### config.mk
export PLATFORM = sky130hd
export DESIGN_NAME = booth_ctrl
export DESIGN_NICKNAME = d
export VERILOG_FILES = /design/src/rtl/booth_ctrl.sv
export SDC_FILE = /design/constraint.sdc
export NUM_CORES = 1
export LEC_CHECK = 0
export CAP_MARGIN = 20
export CORE_AREA = 10 10 47 49
export DETAILED_ROUTE_END_ITERATION = 12
export DIE_AREA = 0 0 57 59
export MAX_ROUTING_LAYER = met4
export PLACE_DENSITY = 0.7
export SKIP_CTS_REPAIR_TIMING = 1
export SYNTH_ARGS = -nofsm -noshare
export SYNTH_HDL_FRONTEND = slang
export SYNTH_SLANG_ARGS = --single-unit
### constraint.sdc
create_clock -name clk -period 1.7 [get_ports clk]
set_input_delay 0.34 -clock clk [delete_from_list [all_inputs] [get_ports clk]]
set_output_delay 0.34 -clock clk [all_outputs]
set_load 0.02 [all_outputs]
### src/rtl/booth_ctrl.sv
// Booth radix-2 multiplier sequencer: one-hot Moore control pulses c0..c6/fin for a 64-bit datapath.
// Latency: fin in cycle 133+k after LOAD_Q (k = ADD/SUB visits); bgn sampled only in IDLE.
// Backpressure: none; bgn is ignored while busy, so a new start must wait for IDLE.
module booth_ctrl (
    input  logic clk,
    input  logic rst_b,
    input  logic bgn,
    input  logic q0,
    input  logic q_m1,
    output logic c0,
    output logic c1,
    output logic c2,
    output logic c3,
    output logic c4,
    output logic c5,
    output logic c6,
    output logic busy,
    output logic fin
);

    typedef enum logic [3:0] {
        IDLE,
        LOAD_Q,
        LOAD_M,
        EVAL,
        ADD,
        SUB,
        SHIFT,
        OUT_A,
        OUT_Q,
        DONE
    } state_t;

    state_t     state;
    state_t     state_nxt;
    logic [5:0] cnt;

    always_ff @(posedge clk or negedge rst_b) begin
        if (!rst_b) begin
            state <= IDLE;
        end else begin
            state <= state_nxt;
        end
    end

    // cnt holds the number of shifts already completed in this operation
    always_ff @(posedge clk or negedge rst_b) begin
        if (!rst_b) begin
            cnt <= 6'd0;
        end else if (state == LOAD_Q) begin
            cnt <= 6'd0;
        end else if (state == SHIFT) begin
            cnt <= cnt + 6'd1;
        end
    end

    always_comb begin
        state_nxt = state;
        case (state)
            IDLE:    if (bgn) state_nxt = LOAD_Q;
            LOAD_Q:  state_nxt = LOAD_M;
            LOAD_M:  state_nxt = EVAL;
            EVAL: begin
                case ({q0, q_m1})
                    2'b10:   state_nxt = SUB;
                    2'b01:   state_nxt = ADD;
                    default: state_nxt = SHIFT;
                endcase
            end
            ADD:     state_nxt = SHIFT;
            SUB:     state_nxt = SHIFT;
            SHIFT:   state_nxt = (cnt == 6'd63) ? OUT_A : EVAL;
            OUT_A:   state_nxt = OUT_Q;
            OUT_Q:   state_nxt = DONE;
            DONE:    state_nxt = IDLE;
            default: state_nxt = IDLE;
        endcase
    end

    // Pure state decode keeps every output one-hot and free of input paths
    always_comb begin
        c0   = 1'b0;
        c1   = 1'b0;
        c2   = 1'b0;
        c3   = 1'b0;
        c4   = 1'b0;
        c5   = 1'b0;
        c6   = 1'b0;
        fin  = 1'b0;
        busy = (state != IDLE);
        case (state)
            LOAD_Q:  c0  = 1'b1;
            LOAD_M:  c1  = 1'b1;
            ADD:     c2  = 1'b1;
            SUB:     c3  = 1'b1;
            SHIFT:   c4  = 1'b1;
            OUT_A:   c5  = 1'b1;
            OUT_Q:   c6  = 1'b1;
            DONE:    fin = 1'b1;
            default: ;
        endcase
    end

endmodule

---- Word level (Yosys, flattened, before mapping) ----
Cells that the tools add are included.
word-level totals
  bits in read-only memories .............. 0
  output and inout port bits .............. 9
  flip-flop bits (word level) ............. 10
  logic and storage cells ................. 34
  bits of input ports ..................... 5
  latch bits .............................. 0
  memory bits (writable) .................. 0
  memories kept ........................... 0
operators by class
  mux-type cells .......................... 14
  reductions and logical operators ........ 4
  divide/modulo/power cells ............... 0
  $lt $le $gt $ge ......................... 0
  equal/unequal tests ..................... 13
  add/subtract/negate cells ............... 1
  shift-type cells ........................ 0
  multiply operators ...................... 0
  bitwise gates (word level) .............. 0
operators with widths
  kind                   number
  $pmux W4 S8            1
  $eq A4 B3 Y1 const B   4
  $mux W6                2
  $eq A4 B2 Y1 const B   2
  $eq A4 B4 Y1 const B   2
  $mux W1                8
  $add A6 B1 Y6 const B  1
  $eq A6 B6 Y1 const B   1
  $eq A4 B1 Y1 const B   1
  $logic_not A4 Y1       1
  $mux W4                1
  $pmux W2 S2            1
  $reduce_bool A4 Y1     1
  $mux W3                1
  $eq A2 B1 Y1 const B   1
  $eq A2 B2 Y1 const B   1
  $ne A2 B2 Y1 const B   1
  $reduce_bool A2 Y1     1
  $reduce_or A2 Y1       1

---- Longest topological paths before layout ----
  depth after elaboration ................. 3
  depth in mapped cells ................... 6
  mapped depth without buffers ............ 5

---- Least setup slack after synthesis ----
No wires, ideal clock.
  path kind ............................... register -> output
  start ................................... reg state[1]
  end ..................................... out c0
  arrival time ............................ 1458 ps
  path buffers ............................ 1
  setup slack ............................. -98 ps
  stages on the path, launching flop included .. 4
  data required time ...................... 1360 ps
  cells stage by stage .................... dfrtp_1 -> clkbuf_1 -> nand2b_1 -> nor3_1
on the way
  cells in the longest elaborated chain, start to end .. 2
ends and longest elaborated chain
  item                    line  text
  start, declared         34    state_t state;
  start signal, assigned  42    state <= state_nxt;
  $eq A4 B1 Y1            91    case (state)
  $mux W1                 91
  end, declared           10    output logic c0,
No other way between the ends.

---- Worst setup path in the final report ----
  start ................................... reg state[2]
  end ..................................... out busy
on the way
  cells in the longest elaborated chain, start to end .. 1
ends and longest elaborated chain
  item                line  text
  $reduce_bool A4 Y1  90    busy = (state != IDLE);
  end, declared       17    output logic busy,
No other way between the ends.

==> summary.md <==
| Metric | Value |
|---|---|
| Status | finished with violations |
| Violated checks | negative setup slack |
| Hpwl dp | 1050 µm |
| Fin cells | 102 |
| Die W | 57 µm |
| Crit-path cells | or4_4, buf_6 |
| Unrepaired setup endpoints after global routing | true |
| Worst skew pair latency | 260 ps |
| Syn nets | 67 |
| Syn avg cell area | 9.38 µm² |
| Clk sinks | 10 |
| Top FF cell, synth | dfrtp_1 |
| Yosys warns | 0 |
| WL/cell | 13.0 µm |
| Met3 wire len | 115 µm |
| Leading cell type in the layout, fill and taps excluded | buf_4 |
| Layout filler cell count | 136 |
| CTS Buffer Depth | 2 |
| Vias | 511 |
| Vias in the first global route | 472 |
| Clock period minus worst slack | 1740 ps |
| Area leader, netlist | dfrtp_1 |
| H-tree Lvls | 1 |
| Die H | 59 µm |
| Num CTS Buffers | 3 |
| CP Capture Type | primary output |
| Total wire length | 1320 µm |
| Remaining DRCs | 0 |
| Worst Hold Class | input pin to asynchronous set/reset pin |
| Yosys cell types | 24 |
| CTS root buf | clkbuf_4 |
| Mapped Area | 563 µm² |
| Pwr Total | 0.00135 W |
| Met1 WL | 586 µm |
| Post-synth EDFFs | 0 |
| Total Routing Usage GR | 0.0780 |
| I/O pins | 14 |
| Lkg Pwr | 0.403 nW |
| Metal2 WL | 593 µm |
| ANT nets after route | 0 |
| Ant. Diodes | 0 |
| Final Hold Fails | 0 |
| Fin crit share | 1.02 |
| Peak supply drop | 1.10 mV |
| DRT iter0 DRCs | 2 |
| Crit path DAT | 1400 ps |
| CORE AREA | 1400 µm² |
| Share of cells above drive strength 1 | 0.407 |
| Share of the synthesized area in the top cell type | 0.444 |
| Synthesized flop and latch total | 10 |
| DRT Pass-1 Iters | 4 |
| Crit path largest cell delay | 540 ps |
| Achievable Freq | 576 MHz |
| Via density | 5.01 |
| Post-Syn Instances | 60 |
| Crit path max-delay family | simple AND/OR/NAND/NOR gates |
| Syn-to-layout area delta | 45.8% |
| Top cells by area, synth | dfrtp_1 (44%), nor2_1 (5.3%), xor2_1 (4.7%), ha_1 (4.4%), buf_6 (4.0%) |
| CTS clk-pin slew, worst paths | 70 ps |
| Setup_tns | -35.5 ps |
| Initial antenna violation count | 0 |
| Hold Slack | 379 ps |
| CTS tree | done |
| Highest-count cells in the layout ignoring fill and taps | buf_4 (15), nor2_1 (8), dfrtp_1 (7) |
| Nets | 94 |
| Fin Clk Skew | 6.00 ps |
| First-pass GRT wire length | 2060 µm |
| Setup-failing EPs final | 1 |
| P per Cell Area | 1650 nW/µm² |
| PortBufs | 13 |
| Max FO, Critical Path | 6 |
| Inst Count DP | 98 |
| Slew @ Worst Pin | 430 ps |
| Slew margin rel. | 0.713 |
| Crit Path Class | register to primary output |
| Async SR Flop Fraction | 1.00 |
| Max cap viols | 0 |
| Die area | 3360 µm² |
| Slew Viols, Final | 0 |
| Sequential area share after synthesis | 0.444 |
| Combined buffer and inverter count along the critical path | 1 |
| Highest routing layer actually used | met4 |
| WP data required | 1360 ps |
| Crit path launch type | register |
| Grt ovf | 0 |
| Largest net degree at the start of global routing | 11 |
| Crit-path slowest cell | or4_4 |
| Initial Utilization | 0.402 |
| Final Util | 0.586 |
| Final GP Congestion | 0.728 |
| PnR worst setup slack | -35.5 ps |
| Row cnt | 14 |
==> cell usage after synthesis (2+ instances only) <==
cell type,number
nand2b_1,2
nor2_1,8
buf_6,2
ha_1,2
nor3_1,4
xor2_1,3
o21ai_0,3
nand2_1,3
a21oi_1,2
dfrtp_1,10
nand3_1,3
or3_1,2
inv_1,4
nand4_1,2
==> kinds of logic (layout without fill, tap and decap cells) <==
logic type | count (synthesis) | in the layout | synth area share
AOI/OAI and AO/OA | 8 | 8 | 0.0845
xor gates and xnor gates | 4 | 4 | 0.0622
adders and majority gates | 2 | 2 | 0.0444
buffers and inverters | 7 | 33 | 0.0733
DFF | 10 | 10 | 0.444
muxes | 2 | 2 | 0.0378
and+or+nand+nor | 27 | 27 | 0.253
==> layer usage <==
| metal | GRT usage | vias up |
|---|---|---|
| li1 | - | 262 |
| met1 | 0.0854 | 229 |
| met2 | 0.118 | 16 |
| met3 | 0.0279 | 4 |
| met4 | 0.0503 | 0 |
| met5 | - | - |
==> state kept, by name, indices dropped and copies added, names as in the netlist <==
signal / flops
state: 4
cnt: 6
==> report_power, final <==
part	leakage, nW	switching, W	total (W)	internal, W
Combinational	0.255	0.000331	0.000699	0.000367
Sequential	0.127	0.000122	0.000444	0.000322
Clock	0.0210	0.0000783	0.000208	0.000130
Total	0.403	0.000531	0.00135	0.000819
==> area by class of cell <==
type / count / area [µm²] / share of cell area
inverters: 4 / 15.0 / 0.0183
flip-flops and latches: 10 / 254 / 0.309
repair buffers: 25 / 203 / 0.247
multi-input cells: 43 / 293 / 0.357
clock buffers: 4 / 36.3 / 0.0442
well taps: 16 / 20.0 / 0.0244
==> path summary, 6_finish.rpt <==
path                           from       end  slack, ps  cells after the start
max reg2reg                state[2]    cnt[5]         70                      6
min                           rst_b    cnt[1]        380                      1
min reg2reg                  cnt[5]    cnt[5]        570                      2
max                        state[2]      busy        -40                      2
max in group asynchronous     rst_b  state[1]        990                      1
min in group clk             cnt[5]    cnt[5]        570                      2
==> per-stage QoR <==
stage | area (µm²) | setup slack (ps)
6_report | 821 | -35.5
3_3_place_gp | 782 | -162
5_1_grt | 821 | -71.7
2_1_floorplan | 568 | 55.6
4_1_cts | 818 | -482
3_5_place_dp | 782 | -184
(Power assumes the default switching activity.)
==> RTL edit 1, RTL diff (config.mk and constraints unchanged) <==
Reset style: synchronous (`rst_b`), changed in 2 clocked blocks.
--- a/src/rtl/booth_ctrl.sv
+++ b/src/rtl/booth_ctrl.sv
@@ -35,7 +35,7 @@
     state_t     state_nxt;
     logic [5:0] cnt;
 
-    always_ff @(posedge clk or negedge rst_b) begin
+    always_ff @(posedge clk) begin
         if (!rst_b) begin
             state <= IDLE;
         end else begin
@@ -44,7 +44,7 @@
     end
 
     // cnt holds the number of shifts already completed in this operation
-    always_ff @(posedge clk or negedge rst_b) begin
+    always_ff @(posedge clk) begin
         if (!rst_b) begin
             cnt <= 6'd0;
         end else if (state == LOAD_Q) begin
Function: differs if rst_b is asserted again (counterexample within 4 cycles, from zero or initial values and one cycle with rst_b low); with rst_b held inactive, the same outputs for 10 cycles.
==> RTL edit 1 against the original RTL <==
Wire length increased by 7.0%; design area grew 1.4%; setup slack improved by 0.14 ns; first-iteration DRC count rose to 3.0 times the old value; critical path depth rose by 2; synthesized area rose by 8.2%; sequential cell count did not move; highest routed layer unchanged.
Power is not compared: it rests on default switching activity, and its combinational part moved more than twofold at a synthesized area within 25%.
==> RTL edit 1: results (changes against the original RTL) <==
| Metric | Value |
|---|---|
| Syn nets | `82 (+22%)` |
| Crit-path slowest cell | `dfxtp_2` |
| Routed vias/inst | `5.27 (+5.2%)` |
| Nets | `107 (+14%)` |
| DR vias | `601 (+18%)` |
| Layout cell share with drive strength beyond 1 | `0.255 (-0.152)` |
| Placement Cell Area | `807 µm² (+3.2%)` |
| Async S/R FF share, synth | `0 (-1.00)` |
| Cells after Synth | `75 (+25%)` |
| Worst Clk Skew | `0.00686 ns (+0.000859 ns)` |
| Met1 Wirelength | `587 µm (+0.17%)` |
| WHS | `0.484 ns (+0.105 ns)` |
| Number of global-route vias before repair | `631 (+34%)` |
| Hold Path Class | `flip-flop to flip-flop` |
| Top cell types by occurrence after synthesis | `dfxtp_1 (10), a21oi_1 (7), inv_1 (6), nand2_1 (6), nor2_1 (6)` |
| Critical path fanouts, max | `4 (-2)` |
| TritonRoute pass-1 iters | `5 (+1)` |
| Worst R2R Path Depth | `5 (-1)` |
| Area contributors post-synth | `dfxtp_1 (33%), a21oi_1 (5.7%), buf_6 (5.5%), ha_1 (4.1%), nand3_1 (4.1%)` |
| Synth unique cells | `29 (+21%)` |
| Initial DRC Count | `6 (+4)` |
| Run status | `finished, final reports clean` |
| M3 GR Usage | `0.0193 (-0.00858)` |
| GRT Overall Usage | `0.101 (+0.0229)` |
| Metal2 WL | `708 µm (+19%)` |
| Met3 WL | `74 µm (-36%)` |
| Fin crit period | `1.60 ns (-0.138 ns)` |
| Post-placement setup slack | `-0.143 ns (+0.0415 ns)` |
| HPWL Detailed | `1130 µm (+8.1%)` |
| Max-slew headroom | `0.783 (+0.0707)` |
| Main synth FF type | `dfxtp_1` |
| Final GP Congestion | `0.781 (+7.4%)` |
| R2r endpoint | `cnt[5]` |
| Crit path to | `c5` |
| Seq/Total Area, Yosys | `0.329 (-0.116)` |
| M2 GR Usage | `0.171 (+0.0527)` |
| Worst EP arrival | `1.26 ns (-0.14 ns)` |
[RTL edit 1: cell count changes after synthesis, moves of 2 or more]
cell     unedited run  this run
o31ai_1             0         2
dfxtp_1             0        10
nand3_1             3         5
a21oi_1             2         7
or3_1               2         4
dfrtp_1            10         0
nand4_1             2         0
nand2_1             3         6
nor2_1              8         6
xor2_1              3         0
inv_1               4         6
[RTL edit 1: cell families (layout without fill, tap and decap cells)]
logic type / Yosys count / in the layout / share of synthesized area
DFF: 10 / 10 / 0.329
AOI/OAI and AO/OA: 16 / 16 / 0.183
and+or+nand+nor: 35 / 35 / 0.326
buffers and inverters: 11 / 34 / 0.107
xor gates and xnor gates: 1 / 1 / 0.0144
adders and majority gates: 2 / 2 / 0.0411
[RTL edit 1: cell type report]
class | count | area (µm²)
fillers | 148 | 569
multi-input cells | 54 | 347
repair buffers | 25 | 218
flip-flops and latches | 10 | 203
clock buffers | 3 | 22.5
inverters | 6 | 22.5
well taps | 16 | 20.0
==> RTL edit 2, RTL diff (same settings) <==
Without the edit above. The 10 states of `state_t` get a Gray code encoding in 4 bits.
--- a/src/rtl/booth_ctrl.sv
+++ b/src/rtl/booth_ctrl.sv
@@ -19,16 +19,16 @@
 );
 
     typedef enum logic [3:0] {
-        IDLE,
-        LOAD_Q,
-        LOAD_M,
-        EVAL,
-        ADD,
-        SUB,
-        SHIFT,
-        OUT_A,
-        OUT_Q,
-        DONE
+        IDLE   = 4'b0000,
+        LOAD_Q = 4'b0001,
+        LOAD_M = 4'b0011,
+        EVAL   = 4'b0010,
+        ADD    = 4'b0110,
+        SUB    = 4'b0111,
+        SHIFT  = 4'b0101,
+        OUT_A  = 4'b0100,
+        OUT_Q  = 4'b1100,
+        DONE   = 4'b1101
     } state_t;
 
     state_t     state;
Behaviour: no difference found for any inputs over 10 cycles, from zero or initial values and one cycle with rst_b low; not proved beyond that.
==> RTL edit 2 against the original RTL <==
The run still ends with negative setup slack left; total power up 8.1%; synthesized area up 9.6%; wire length up 23%; via count up 22%; setup slack better by 0.0011 ns; sequential cell count unchanged; critical path depth unchanged; design area up 9.5%; critical path type unchanged; largest cell class unchanged; largest power group unchanged; highest routed layer unchanged.
==> RTL edit 2: results (changes against the original RTL) <==
| Metric | Value |
|---|---|
| GRT Overall Usage | `0.0991 (+0.0210)` |
| Initial DRC Count | `18 (+16)` |
| Metal2 WL | `793 µm (+34%)` |
| Layout cell share with drive strength beyond 1 | `0.367 (-0.0396)` |
| FF+latch area | `253 µm² (-0.49%)` |
| Worst setup margin | `-0.0343 ns (+0.00113 ns)` |
| WL final | `1620 µm (+23%)` |
| Beginning of the critical path | `state[1]` |
| HPWL Detailed | `1210 µm (+15%)` |
| Worst R2R Path Depth | `5 (-1)` |
| DR WL/cell | `14.2 µm (+9.7%)` |
| Final GP Congestion | `0.740 (+1.7%)` |
| Max-slew headroom | `0.699 (-0.0134)` |
| DP Cell Count | `109 (+11%)` |
| Worst Clk Skew | `0.00709 ns (+0.00109 ns)` |
| Wire length of the first global-routing pass | `2490 µm (+21%)` |
| Run status | `complete, but fails checks` |
| Critical path fanouts, max | `4 (-2)` |
| VDD IR max | `0.963 mV (-13%)` |
| Violated checks | `negative setup slack` |
| Filler cell count in the final layout | `133 (-2.2%)` |
| Cells after Synth | `68 (+13%)` |
| M3 GR Usage | `0.0536 (+0.0258)` |
| Leakage | `0.432 nW (+7.2%)` |
| Routed vias/inst | `5.48 (+9.4%)` |
| Met3 WL | `152 µm (+32%)` |
| Count of final setup violators | `1 (unchanged)` |
| Largest net degree at the start of global routing | `13 (+2)` |
| Placement Cell Area | `872 µm² (+12%)` |
| Number of global-route vias before repair | `568 (+20%)` |
| Met1 Use GR | `0.0973 (+0.0119)` |
| Met1 Wirelength | `616 µm (+5.1%)` |
| Area contributors post-synth | `dfrtp_1 (41%), nand2b_1 (5.1%), o21ai_0 (4.9%), nand4bb_4 (4.5%), ha_1 (4.1%)` |
| Seq/Total Area, Yosys | `0.406 (-0.0388)` |
| M2 GR Usage | `0.152 (+0.0341)` |
| Flop+latch power | `404 µW (-9.0%)` |
| Syn nets | `75 (+12%)` |
| Synth unique cells | `27 (+13%)` |
==> RTL edit 2: cell types whose count changed in the layout (fill, tap and decap cells not counted), sizes merged, moves of 2 or more <==
cell,change
xor2,-3
nand2b,+3
nor2,-5
buf,+3
clkbuf,+2
nor3b,+3
nand3,-2
o21ai,+3
nand2,+3
==> RTL edit 2: worst min path at each step <==
stage | endpoint | startpoint | slack [ns] | cells after the start
3_3_place_gp | cnt[0] | cnt[0] | 0.51 | 1
2_1_floorplan | cnt[0] | rst_b | 0.04 | 0
3_5_place_dp | cnt[1] | cnt[1] | 0.54 | 2
5_1_grt | cnt[2] | rst_b | 0.41 | 1
6_report | cnt[1] | rst_b | 0.37 | 1
4_1_cts | cnt[1] | rst_b | 0.39 | 1
==> RTL edit 2: cells by family after synthesis <==
family,synth area share
AO/OA/AOI/OAI,0.168
flip-flops,0.406
multiplexers,0.0183
adder cells (fa/ha/maj),0.0406
buffers and inverters,0.0487
AND/OR/NAND/NOR,0.318
==> RTL edit 2: through the flow <==
| stage | setup WS [ns] | setup TNS [ns] | total power [mW] |
|---|---|---|---|
| finish | -0.0343 | -0.0343 | 1.46 |
| floorplan | 0.0247 | 0 | 0.816 |
| CTS | -0.462 | -3.68 | 1.43 |
| global placement | -0.126 | -0.735 | 1.24 |
| detailed placement | -0.165 | -0.950 | 1.26 |
| global route | -0.0700 | -0.120 | 1.56 |
==> RTL edit 2: worst max-delay path, delay by kind of cell (launching register included) <==
kind | cells | cell delay, ns
flops | 1 | 0.44
simple gates | 1 | 0.54
buf+inv | 1 | 0.15
==> RTL edit 2: final cells by class <==
type / instances / area share
Tap cell: 16 / 0.0223
Multi-Input combinational cell: 50 / 0.384
Sequential cell: 10 / 0.281
Timing Repair Buffer: 31 / 0.270
Inverter: 4 / 0.0167
Clock buffer: 3 / 0.0251
